===== config.mk =====
export PLATFORM = sky130hd
export DESIGN_NAME = imem_loader
export DESIGN_NICKNAME = d
export VERILOG_FILES = /design/src/rtl/imem_loader.sv
export SDC_FILE = /design/constraint.sdc
export NUM_CORES = 1
export LEC_CHECK = 0
export ABC_AREA = 1
export CORE_UTILIZATION = 30
export DETAILED_ROUTE_END_ITERATION = 8
export DONT_BUFFER_PORTS = 1
export PLACE_DENSITY = 0.55
export SYNTH_ARGS = -nofsm -noshare
export SYNTH_HDL_FRONTEND = slang
export SYNTH_SLANG_ARGS = --single-unit
export TNS_END_PERCENT = 30

===== constraint.sdc =====
create_clock -name clk -period 1.9 [get_ports clk]
set_input_delay 0.285 -clock clk [delete_from_list [all_inputs] [get_ports clk]]
set_output_delay 0.285 -clock clk [all_outputs]
set_load 0.02 [all_outputs]

===== src/rtl/imem_loader.sv =====
// Boot-time instruction memory loader: turns a length-prefixed byte stream into sequential
// 32-bit imem writes and holds the CPU in start_up until the whole program is in place.
//
//   state  | meaning
//   -------+-----------------------------------------------------------
//   LEN_HI | waiting for high byte of the word count N
//   LEN_LO | waiting for low byte of N; decides empty / too long / data
//   DATA   | collecting instruction bytes, MSB first, one write per word
//   FLUSH  | last word's write strobe is on the bus, no more bytes taken
//   DONE   | program loaded, CPU released; idle until reset
//   ERR    | N exceeded MAX_WORDS; nothing written, CPU held; idle until reset
module imem_loader #(
    parameter logic [31:0] BASE_ADDR = 32'h0040_0000,
    parameter int          MAX_WORDS = 256
) (
    input  logic        clk,
    input  logic        start_up_n,
    input  logic        byte_valid,
    input  logic [7:0]  byte_data,
    output logic        byte_ready,
    output logic        imem_we,
    output logic [31:0] imem_addr,
    output logic [31:0] imem_wdata,
    output logic        cpu_start_up,
    output logic        load_done,
    output logic [15:0] word_count,
    output logic        err_len
);

    typedef enum logic [2:0] {
        LEN_HI,
        LEN_LO,
        DATA,
        FLUSH,
        DONE,
        ERR
    } state_t;

    state_t      state;
    logic [7:0]  len_hi;
    logic [15:0] frame_len;
    logic [1:0]  byte_idx;
    logic [23:0] word_buf;

    logic        accept;
    logic [15:0] rx_len;
    logic [31:0] rx_word;
    logic        last_word;

    assign accept    = byte_valid && byte_ready;
    assign rx_len    = {len_hi, byte_data};
    assign rx_word   = {word_buf, byte_data};
    assign last_word = (word_count + 16'd1) == frame_len;

    always_ff @(posedge clk or negedge start_up_n) begin
        if (!start_up_n) begin
            state        <= LEN_HI;
            len_hi       <= 8'd0;
            frame_len    <= 16'd0;
            byte_idx     <= 2'd0;
            word_buf     <= 24'd0;
            byte_ready   <= 1'b0;
            imem_we      <= 1'b0;
            imem_addr    <= BASE_ADDR;
            imem_wdata   <= 32'd0;
            cpu_start_up <= 1'b1;
            load_done    <= 1'b0;
            word_count   <= 16'd0;
            err_len      <= 1'b0;
        end else begin
            imem_we <= 1'b0;
            case (state)
                LEN_HI: begin
                    // ready comes up one edge after reset release, then stays up through DATA
                    byte_ready <= 1'b1;
                    if (accept) begin
                        len_hi <= byte_data;
                        state  <= LEN_LO;
                    end
                end
                LEN_LO: begin
                    if (accept) begin
                        frame_len <= rx_len;
                        if (rx_len == 16'd0) begin
                            state        <= DONE;
                            byte_ready   <= 1'b0;
                            cpu_start_up <= 1'b0;
                            load_done    <= 1'b1;
                        end else if ({16'd0, rx_len} > 32'(MAX_WORDS)) begin
                            state      <= ERR;
                            byte_ready <= 1'b0;
                            err_len    <= 1'b1;
                        end else begin
                            state    <= DATA;
                            byte_idx <= 2'd0;
                        end
                    end
                end
                DATA: begin
                    if (accept) begin
                        byte_idx <= byte_idx + 2'd1;
                        word_buf <= rx_word[23:0];
                        if (byte_idx == 2'd3) begin
                            imem_we    <= 1'b1;
                            imem_wdata <= rx_word;
                            imem_addr  <= BASE_ADDR + {14'd0, word_count, 2'b00};
                            word_count <= word_count + 16'd1;
                            if (last_word) begin
                                state      <= FLUSH;
                                byte_ready <= 1'b0;
                            end
                        end
                    end
                end
                FLUSH: begin
                    state        <= DONE;
                    cpu_start_up <= 1'b0;
                    load_done    <= 1'b1;
                end
                DONE: begin
                    byte_ready <= 1'b0;
                end
                ERR: begin
                    byte_ready <= 1'b0;
                end
                default: begin
                    state      <= LEN_HI;
                    byte_ready <= 1'b0;
                end
            endcase
        end
    end

endmodule


# ---- Yosys cells after proc, flatten, opt, wreduce, memory -nomap -nowiden
# Index checks and enable logic that the tools add are counted.
# Widths: inputs -> output; s select.
dict set report word_totals {
  register_bits 138
  input_bits 11
  out_inout_bits 85
  wordCells 80
}
dict set report op_classes {
  n_addsub 3
  order_cmp 1
  n_eq_ne 16
  muxes 29
  bitwise 3
  reduce_logical 15
}
# op n
set op_table {}
lappend op_table {{$add 23x18->24 const A} 1}
lappend op_table {{$mux 3} 7}
lappend op_table {{$add 16x1->16 const B} 1}
lappend op_table {{$eq 16x16->1} 1}
lappend op_table {{$gt 16x9->1 const B} 1}
lappend op_table {{$logic_not 16->1} 1}
lappend op_table {{$ne 2x2->1 const B} 8}
lappend op_table {{$pmux 3 s5} 1}
lappend op_table {{$mux 1} 13}
lappend op_table {{$reduce_and 6->1} 2}
lappend op_table {{$mux 2} 4}
lappend op_table {{$eq 3x2->1 const B} 2}
lappend op_table {{$eq 3x3->1 const B} 2}
lappend op_table {{$reduce_and 2->1} 3}
lappend op_table {{$reduce_and 3->1} 2}
lappend op_table {{$reduce_and 5->1} 1}
lappend op_table {{$pmux 1 s2} 2}
lappend op_table {{$pmux 1 s4} 1}
lappend op_table {{$pmux 2 s2} 1}
lappend op_table {{$reduce_and 4->1} 1}
lappend op_table {{$reduce_bool 2->1} 2}
lappend op_table {{$eq 3x1->1 const B} 1}
lappend op_table {{$logic_not 3->1} 1}
lappend op_table {{$ne 3x3->1 const B} 1}
lappend op_table {{other kinds (5)} 7}

# ---- Longest topological paths before layout
# Gate-level depths: netlist of run 1.
dict set report logic_depth {
  word_depth 6
  mapped_depth 16
  depth_no_buf 15
}

# ---- Worst setup path before layout of run 1
# OpenSTA, ideal clock, no wires.
dict set report synth_path {
  path_kind {register to register}
  start {register word_count[1]}
  end {register byte_ready}
  setup_time_ps 117
  arrival_ps 1771
  t_required_ps 1783
  slack_ps 12
  path_stages_with_launch 15
  n_path_buf 0
  synth_period_minus_slack_ps 1888
  path_cell_list {dfrtp_1 > ha_1 > nand3_2 > nor2_2 > nand3_1 > nand2_1 > nand3_1 > nand2_1 > nand2_1 > nor2_1 > nand3_1 > nand2_2 > nand2_1 > nand2_1 > nand2_1}
}
dict set report synth_via {
  elab_chain_len 4
}
# item line_no
set synth_rtl {}
lappend synth_rtl {{start, declared} 26} ;# output logic [15:0] word_count,
lappend synth_rtl {{start signal, assigned} 107} ;# word_count <= word_count + 16'd1;
lappend synth_rtl {{$add 16x1->16} 53} ;# assign last_word = (word_count + 16'd1) == frame_len;
lappend synth_rtl {{$eq 16x16->1} 53}
lappend synth_rtl {{$ne 2x2->1 (no source line)} n/a}
lappend synth_rtl {{$reduce_and 6->1 (no source line)} n/a}
lappend synth_rtl {{end signal, assigned} 62} ;# byte_ready <= 1'b0;
lappend synth_rtl {{end signal, assigned} 75} ;# byte_ready <= 1'b1;
lappend synth_rtl {{end signal, assigned} 86} ;# byte_ready <= 1'b0;
lappend synth_rtl {{end, declared} 20} ;# output logic byte_ready,
# No other way between the ends.
# A chain may end at the register's enable or synchronous reset.

# ---- Worst setup path in the final report of run 1
# Same ends and word-level chain as after synthesis.

==> reports/summary.txt, run 1 <==
EDFF count, synth = 0
Crit path arrival time = 2180 ps
R2R Path Start = word_count[1]
CP delay by family, top = simple AND/OR/NAND/NOR gates
Rows = 49
Xor-xnor portion of the synthesized cell area = 0.0238
Root Buffer = clkbuf_16
Dominant synthesized flop cell = dfrtp_1
Largest family of logic cells by synthesized area = simple AND/OR/NAND/NOR gates
Critical Path End Type = register
Final Net Count = 698
Cell mode on critical path = nand2_1
Vias per Instance = 4.53
Maxcap violations = 0
Layout area overhead = 21.6%
Fraction of registers with async set/reset = 1.00
CP Class = reg -> reg
Post-Synth Simple-Gate Area = 0.220
Status = finished, violations left
Initial antenna violation count = 0
Pre-CTS WS = -92.0 ps
First-pass GRT wire length = 21400 µm
Mapped cell area = 5510 µm²
Leak Pwr = 3.26 nW
Worst Path Required = 2200 ps
YS warnings = 0
Vias in the first global route = 3959
Worst vdd ir = 0.585 mV
Final setup viols = 0
GR Util All Layers = 0.150
Min Tclk post-route = 1880 ps
Sequential area share after synthesis = 0.554
Tcrit/Tclk final = 0.989
Layout Skew = 6.94 ps
Failing checks = negative hold slack
Overflow after GRT = 0
Routability Congestion = 0.799
RSZ-0062 raised after global routing = yes
Hpwl dp = 9210 µm
Worst-Margin Slew = 523 ps
Worst path depth = 14
CTS sink count = 122
Number of DRC violations after detailed-routing iteration 0 = 310
Total chip power = 5.73 mW
Adder-cell area share of the yosys netlist = 0.00454
TritonCTS Buffers = 17
Startpoint Class = register
Die height = 138 µm
Avg Inst Size Synth = 8.67 µm²
Placed cell area = 5920 µm²
Post-route worst setup slack = 21.7 ps
Reg-to-Reg End = byte_ready
Final hold slack = -430 ps
Vias = 4202
Final WL = 13300 µm
Reg2Reg Setup Slack = 20 ps
Pins Over Slew Limit = 0
Share of layout cells above drive strength 1 = 0.160
Synth area leader = dfrtp_1
CP Max Fanout = 6
FF+latch count, synth = 122
Crit path cell chain = buf_6 > nand2_2 > nor2_4 > nand4_1 > nand2_1 > nand2_1 > nand2_1 > nand3_1 > nor2_1 > nand3_1 > nand2_2 > nand2_1 > nand2_1 > nand2_1
Synth unique cells = 38
Fmax = 0.532 GHz
Pwr Density = 855 nW/µm²
Core ar. = 18000 µm²
Initial Utilization = 0.307
Ports = 96
Dpl cells = 876
Die width = 138 µm
Reg clk slew, reported paths = 60 ps
Final Util = 0.373
Post-synthesis mux area share = 0
Hold Buf Count CTS = 8
Cell count of the worst reg-to-reg path = 14
First-pass DRT Iterations = 4
Hold WC Path Type = in -> async
Slowest Stage Delay on Critical Path = 410 ps
CP Buf/Inv Count = 1
Synth top area cells = dfrtp_1 55%, nand2_1 13%, o21ai_0 5.5%
Largest net degree at the start of global routing = 123
CTS tree = done
Detailed-route DRC error count = 0
CTS Buffer Depth = 2
I/O Buffers = 0
Setup total negative slack = 0 ps
Final hold violations = 122
Final non-filler cell total = 927
Fin area = 6700 µm²
H-tree depth = 4
Antenna diode count = 0
Cells after synthesis = 636
Compound-gate portion of the synthesized area = 0.109
Post-route antenna net violation count = 0
Worst relative slew slack = 0.650
Critical-path top delay cell = dfrtp_2
Wire per inst = 14.4 µm
Die footprint = 18900 µm²
Top-area cell type share of the netlist area = 0.549
Clock insertion delay at the later pin of the skew report = 410 ps
==> layer usage <==
metal	vias up	GRT usage	wire [µm]
li1	2119	-	-
met1	1986	0.200	6590
met2	85	0.226	5920
met3	12	0.0493	680
met4	0	0.0549	158
met5	-	0	0
==> Yosys cell counts, drive strengths merged (2+ instances only) <==
| library cell | instances |
|---|---|
| xor2 | 6 |
| nor3 | 2 |
| nand4 | 7 |
| nand2 | 206 |
| buf | 27 |
| nor2 | 31 |
| nand3 | 32 |
| conb | 2 |
| clkbuf | 11 |
| dfrtp | 121 |
| o211ai | 2 |
| o21ai | 108 |
| xnor3 | 2 |
| ha | 2 |
| inv | 64 |
| nor4 | 2 |
==> layout by cell type (no fill, tap or decap), drive strengths merged, types with 2 or more instances in the layout <==
cell         count
nand2          206
dfrtp          121
o21ai          108
inv             65
buf             46
nand3           32
nor2            31
clkbuf          22
conb            16
dlygate4sd3      8
nand4            7
xor2             6
clkinvlp         4
clkinv           4
nor3             2
nor4             2
o211ai           2
xnor3            2
ha               2
==> cell type report <==
| type | count | area [µm²] |
|---|---|---|
| Sequential cell | 122 | 3060 |
| Tap cell | 229 | 287 |
| Fill cell | 1848 | 11300 |
| Clock buffer | 22 | 474 |
| Multi-Input combinational cell | 426 | 2080 |
| Clock inverter | 10 | 92.6 |
| Timing Repair Buffer | 54 | 470 |
| Inverter | 64 | 240 |
==> power breakdown <==
part           total (mW)  internal (mW)  switching [mW]
sequential           2.60           2.60               0
clock                3.07           1.90            1.17
combinational      0.0626         0.0171          0.0456
==> cell families (layout without fill, tap and decap cells) <==
family                   after synthesis  count (layout)
flip-flops                           122             122
AO/OA/AOI/OAI                        116             116
XOR/XNOR                              10              10
other                                  2              16
AND/OR/NAND/NOR                      282             282
adder cells (fa/ha/maj)                2               2
buffers and inverters                102             150
==> registers in the layout, indices dropped and copies added, names as in the netlist <==
register and cells:
word_buf 24, byte_ready 1, imem_we 1, byte_idx 2, word_count 16, frame_len 16
imem_addr 16, cpu_start_up 1, imem_wdata 32, len_hi 8, load_done 1, err_len 1
state 3
==> worst max path at each step <==
stage                       to     startpoint
CTS                 byte_ready  word_count[1]
detailed placement  byte_ready  word_count[0]
floorplan           byte_ready  word_count[1]
global placement    byte_ready  word_count[0]
global route        byte_ready  word_count[0]
finish              byte_ready  word_count[1]
==> what timing repair did <==
action	CTS	global route
setup endpoints to repair	3	14
buffers inserted	6	5
endpoints found under the hold margin	132	122
pin swaps	7	13
gates resized for setup	11	7
Note: power is estimated with default switching activity, not from simulation.
==> run 2, diff against run 1 <==
==> constraint.sdc (replaced) <==
create_clock -name clk -period 1.9 [get_ports clk]
set_input_delay 0 -clock clk [delete_from_list [all_inputs] [get_ports clk]]
set_output_delay 0 -clock clk [all_outputs]
set_load 0.02 [all_outputs]
==> reports/summary.txt, run 2 (synthesis results as in run 1) <==
Overflow after GRT = 0 (unchanged)
Clock insertion delay at the later pin of the skew report = 420 ps (about the same)
CTS tree = done
Post-route antenna net violation count = 0 (unchanged)
Worst Path Required = 2210 ps (about the same)
CTS Buffer Depth = 2 (unchanged)
Rows = 49 (unchanged)
Critical Path End Type = register
Final WL = 13100 µm (-1.8%)
Final hold slack = -729 ps (-299 ps)
Fmax = 0.530 GHz (-0.50%)
R2R Path Start = word_count[1]
Crit path arrival time = 2190 ps (about the same)
Pre-CTS WS = -72.7 ps (+19.3 ps)
I/O Buffers = 0 (unchanged)
Commonest non-fill, non-tap cell in the layout = nand2_1
Final hold violations = 122 (unchanged)
Final Net Count = 689 (-1.3%)
Pins Over Slew Limit = 0 (unchanged)
Die width = 138 µm (unchanged)
Failing checks = negative hold slack
Core ar. = 18000 µm² (unchanged)
CP Class = reg -> reg
Vias per Instance = 4.47 (-1.3%)
Pwr Density = 910 nW/µm² (+6.4%)
Cell count of the worst reg-to-reg path = 14 (unchanged)
Post-route worst setup slack = 12.3 ps (-9.47 ps)
Antenna diode count = 0 (unchanged)
Layout area overhead = 22.0%
Ports = 96 (unchanged)
Leak Pwr = 3.24 nW (-0.53%)
Reg-to-Reg End = byte_ready
Tcrit/Tclk final = 0.994 (+0.00498)
Vias in the first global route = 3858 (-2.6%)
Top reg by flops = imem_wdata
Worst relative slew slack = 0.652 (+0.00139)
First-pass GRT wire length = 21000 µm (-1.8%)
Largest register FFs = 32 (unchanged)
Setup total negative slack = 0 ps (unchanged)
Final non-filler cell total = 918 (-0.97%)
First-pass DRT Iterations = 4 (unchanged)
Maxcap violations = 0 (unchanged)
H-tree depth = 4 (unchanged)
Vias = 4108 (-2.2%)
Total chip power = 6.12 mW (+6.7%)
Initial antenna violation count = 0 (unchanged)
CP Max Fanout = 6 (unchanged)
Initial Utilization = 0.307 (unchanged)
Number of DRC violations after detailed-routing iteration 0 = 298 (-3.9%)
Root Buffer = clkbuf_16
Wire per inst = 14.3 µm (-0.85%)
TritonCTS Buffers = 17 (unchanged)
Final setup viols = 0 (unchanged)
Commonest cells after routing, fill and taps aside = 197 x nand2_1, 117 x dfrtp_1, 60 x inv_1
Hpwl dp = 9130 µm (-0.89%)
Regs by FF count = imem_wdata (32), word_buf (24)
Routability Congestion = 0.799 (about the same)
Largest net degree at the start of global routing = 123 (unchanged)
Die footprint = 18900 µm² (unchanged)
Reg2Reg Setup Slack = 10 ps (about the same)
Detailed-route DRC error count = 0 (unchanged)
Dpl cells = 873 (-0.34%)
RSZ-0062 raised after global routing = yes
Fin area = 6720 µm² (+0.30%)
Placed cell area = 5890 µm² (-0.38%)
Startpoint Class = register
Share of layout cells above drive strength 1 = 0.148 (-0.0124)
Status = finished, violations left
Worst vdd ir = 0.570 mV (-2.5%)
Die height = 138 µm (unchanged)
Min Tclk post-route = 1890 ps (+9.47 ps)
CTS sink count = 122 (unchanged)
Hold WC Path Type = in -> async
Final Util = 0.374 (+0.00111)
Worst-Margin Slew = 521 ps (-2.09 ps)
Reg clk slew, reported paths = 60 ps (about the same)
Hold Buf Count CTS = 9 (+1)
GR Util All Layers = 0.148 (-0.00243)
Layout Skew = 7.79 ps (+0.854 ps)
## run 2: how the worst max path moves through the flow
stage             startpoint  cells past startpoint  slack [ps]          to
3_5_place_dp   word_count[0]                     14         -70  byte_ready
6_report       word_count[1]                     14          10  byte_ready
3_3_place_gp   word_count[0]                     12          10  byte_ready
4_1_cts        word_count[0]                     12           1  byte_ready
2_1_floorplan  word_count[1]                     14          10  byte_ready
5_1_grt        word_count[1]                     14        -160  byte_ready
## run 2: power by group
group	switching, mW	total [mW]	internal, mW
Clock	1.21	3.45	2.24
Sequential	0	2.60	2.60
Combinational	0.0482	0.0626	0.0143
Total	1.26	6.12	4.85
## run 2: area by class of cell
| class | count | area [µm²] |
|---|---|---|
| timing repair buffer | 44 | 402 |
| clock inverter | 13 | 191 |
| multi-input combinational | 426 | 2090 |
| inverter | 64 | 244 |
| tap | 229 | 287 |
| fill | 1839 | 11200 |
| sequential | 122 | 3060 |
| clock buffer | 19 | 443 |
| timing repair inverter | 1 | 7.51 |
## run 2: repair_timing
action,in CTS,in global routing
buffers inserted,1,2
hold endpoints to repair,156,122
pin swaps,0,10
endpoints found under the setup margin,3,47
gates resized for setup,3,20
cloned,0,1
## run 2: worst max-delay path: stages, from the launching register on
cell and delay (ps):
dfrtp_2 410, buf_6 160, nand2_4 50, nor2_4 210, nand2_4 110, o21ai_2 160
nand3_1 80, nand2_1 70, nand2_1 50, nor2_1 90, nand3_1 120, nand2_2 110
nand2_1 50, nand2_1 50, nand2_1 40
## run 2: routing by layer
layer	wire, µm	track usage
met1	6310	0.195
met5	0	0
met4	240	0.0611
met2	5810	0.221
met3	749	0.0497
==> run 3, diff against run 2 <==
==> constraint.sdc (replaced) <==
create_clock -name clk -period 1.9 [get_ports clk]
set_input_delay 0.19 -clock clk [delete_from_list [all_inputs] [get_ports clk]]
set_output_delay 0.19 -clock clk [all_outputs]
set_load 0.02 [all_outputs]
==> reports/summary.txt, run 3 (synthesis results as in run 1) <==
Dpl cells = 874 (+0.11%)
Final WL = 13000 µm (-0.72%)
Detailed-route DRC error count = 0 (unchanged)
Tcrit/Tclk final = 0.980 (-0.0133)
Die footprint = 18900 µm² (unchanged)
Commonest non-fill, non-tap cell in the layout = nand2_1
Die width = 138 µm (unchanged)
Worst-Margin Slew = 501 ps (-20.3 ps)
Root Buffer = clkbuf_16
Hold Buf Count CTS = 8 (-1)
Vias = 4070 (-0.93%)
Core ar. = 18000 µm² (unchanged)
Routability Congestion = 0.797 (-0.21%)
CTS tree = done
Post-route worst setup slack = 37.6 ps (+25.3 ps)
Setup total negative slack = 0 ps (unchanged)
Final hold slack = -533 ps (+196 ps)
Share of layout cells above drive strength 1 = 0.154 (+0.00581)
CP Class = reg -> reg
Min Tclk post-route = 1860 ps (-25.3 ps)
Layout area overhead = 21.0%
Overflow after GRT = 0 (unchanged)
Die height = 138 µm (unchanged)
Combinational share of power = 0.011 (about the same)
CP Max Fanout = 6 (unchanged)
TritonCTS Buffers = 17 (unchanged)
Vias per Instance = 4.43 (-0.93%)
Cell count of the worst reg-to-reg path = 14 (unchanged)
Initial Utilization = 0.307 (unchanged)
Initial antenna violation count = 0 (unchanged)
Crit path arrival time = 2160 ps (-30 ps)
Clock insertion delay at the later pin of the skew report = 410 ps (about the same)
Commonest cells after routing, fill and taps aside = 197 x nand2_1, 118 x dfrtp_1, 60 x inv_1
First-pass DRT Iterations = 5 (+1)
Leak Pwr = 3.25 nW (+0.17%)
Worst Path Required = 2200 ps (about the same)
Regs by FF count = imem_wdata (32), word_buf (24)
Internal power = 4.58 mW (-5.6%)
Switching portion of total power = 0.214 (+0.00762)
Largest register FFs = 32 (unchanged)
Largest net degree at the start of global routing = 123 (unchanged)
Failing checks = negative hold slack
Maxcap violations = 0 (unchanged)
Worst relative slew slack = 0.665 (+0.0135)
Sequential share of power = 0.446 (+0.021)
Worst setup path start = word_count[1]
CTS sink count = 122 (unchanged)
Reg2Reg Setup Slack = 40 ps (+30 ps)
Number of DRC violations after detailed-routing iteration 0 = 320 (+7.4%)
RSZ-0062 raised after global routing = yes
Ports = 96 (unchanged)
Post-route antenna net violation count = 0 (unchanged)
Reg clk slew, reported paths = 60 ps (about the same)
Critical Path End Type = register
I/O Buffers = 0 (unchanged)
Vias in the first global route = 3780 (-2.0%)
Fmax = 0.537 GHz (+1.4%)
Top reg by flops = imem_wdata
Pwr Density = 874 nW/µm² (-3.9%)
Fin area = 6670 µm² (-0.78%)
H-tree depth = 4 (unchanged)
Clk pwr share = 0.544 (-0.021)
Rows = 49 (unchanged)
Total net switching power = 1.25 mW (-1.1%)
Startpoint Class = register
Total chip power = 5.83 mW (-4.7%)
Wire per inst = 14.2 µm (-0.72%)
Worst vdd ir = 0.540 mV (-5.3%)
Antenna diode count = 0 (unchanged)
Pins Over Slew Limit = 0 (unchanged)
Layout Skew = 8.48 ps (+0.691 ps)
Final non-filler cell total = 918 (unchanged)
First-pass GRT wire length = 21100 µm (+0.46%)
Placed cell area = 5900 µm² (+0.13%)
R2R Path Start = word_count[1]
Status = finished, violations left
GR Util All Layers = 0.148 (+0.000621)
Pre-CTS WS = -64.6 ps (+8.10 ps)
Hpwl dp = 9080 µm (-0.47%)
Final Net Count = 689 (unchanged)
Hold WC Path Type = in -> async
Final setup viols = 0 (unchanged)
Final hold violations = 122 (unchanged)
CTS Buffer Depth = 2 (unchanged)
Reg-to-Reg End = byte_ready
## run 3: changes by cell type in the layout (fill, tap and decap cells not counted), sizes merged
cell	delta
dlygate4sd3	-1
clkbuf	-1
buf	+1
clkinv	+4
clkinvlp	-1
bufinv	-2
## run 3: how the worst max path moves through the flow
stage / end
after floorplan: byte_ready
after global placement: byte_ready
after detailed placement: byte_ready
after CTS: byte_ready
after global routing: byte_ready
final: byte_ready
## run 3: final cells by class
cell class | instances | area (µm²)
Sequential cell | 122 | 3060
Multi-Input combinational cell | 426 | 2090
Tap cell | 229 | 287
Inverter | 64 | 244
Timing Repair inverter | 1 | 7.51
Fill cell | 1797 | 11300
Timing Repair Buffer | 44 | 395
Clock buffer | 18 | 439
Clock inverter | 14 | 148
## run 3: power by group through the flow
stage,Clock [mW],Sequential [mW],Combinational [mW]
after floorplan,0,2.65,0.0601
after global placement,0,2.65,0.0427
after detailed placement,0,2.65,0.0428
after CTS,3.26,2.60,0.0612
after global routing,3.39,2.60,0.0686
final,3.17,2.60,0.0615
## run 3: worst max-delay path, cell delays in order, from the launching register on
cell and delay, ps:
dfrtp_2 410, buf_6 150, nand2_4 50, nor2_4 210
nand4_1 150, nand2_1 120, nand2_1 60, nand2_1 50
nand3_1 80, nor2_1 110, nand3_1 120, nand2_2 100
nand2_1 50, nand2_1 50, nand2_1 40
## run 3: metrics by stage
step                      hold slack (ps)   util
after global routing                 -561  0.371
after CTS                            -550  0.366
after floorplan                      -106      -
after detailed placement             -104  0.328
after global placement               -103  0.328
final                                -533  0.371
## run 3: timing repair
action                     CTS  global route
buffers inserted             0             3
gates cloned                 0             1
gates resized for setup      4            19
setup endpoints to repair    3            24
hold endpoints to repair   138           122
pin swaps                    0             9
## run 3: per-layer routing
| metal | track usage | wire length (µm) |
|---|---|---|
| met5 | 0 | 0 |
| met4 | 0.0513 | 106 |
| met3 | 0.0460 | 666 |
| met2 | 0.216 | 5830 |
| met1 | 0.207 | 6400 |
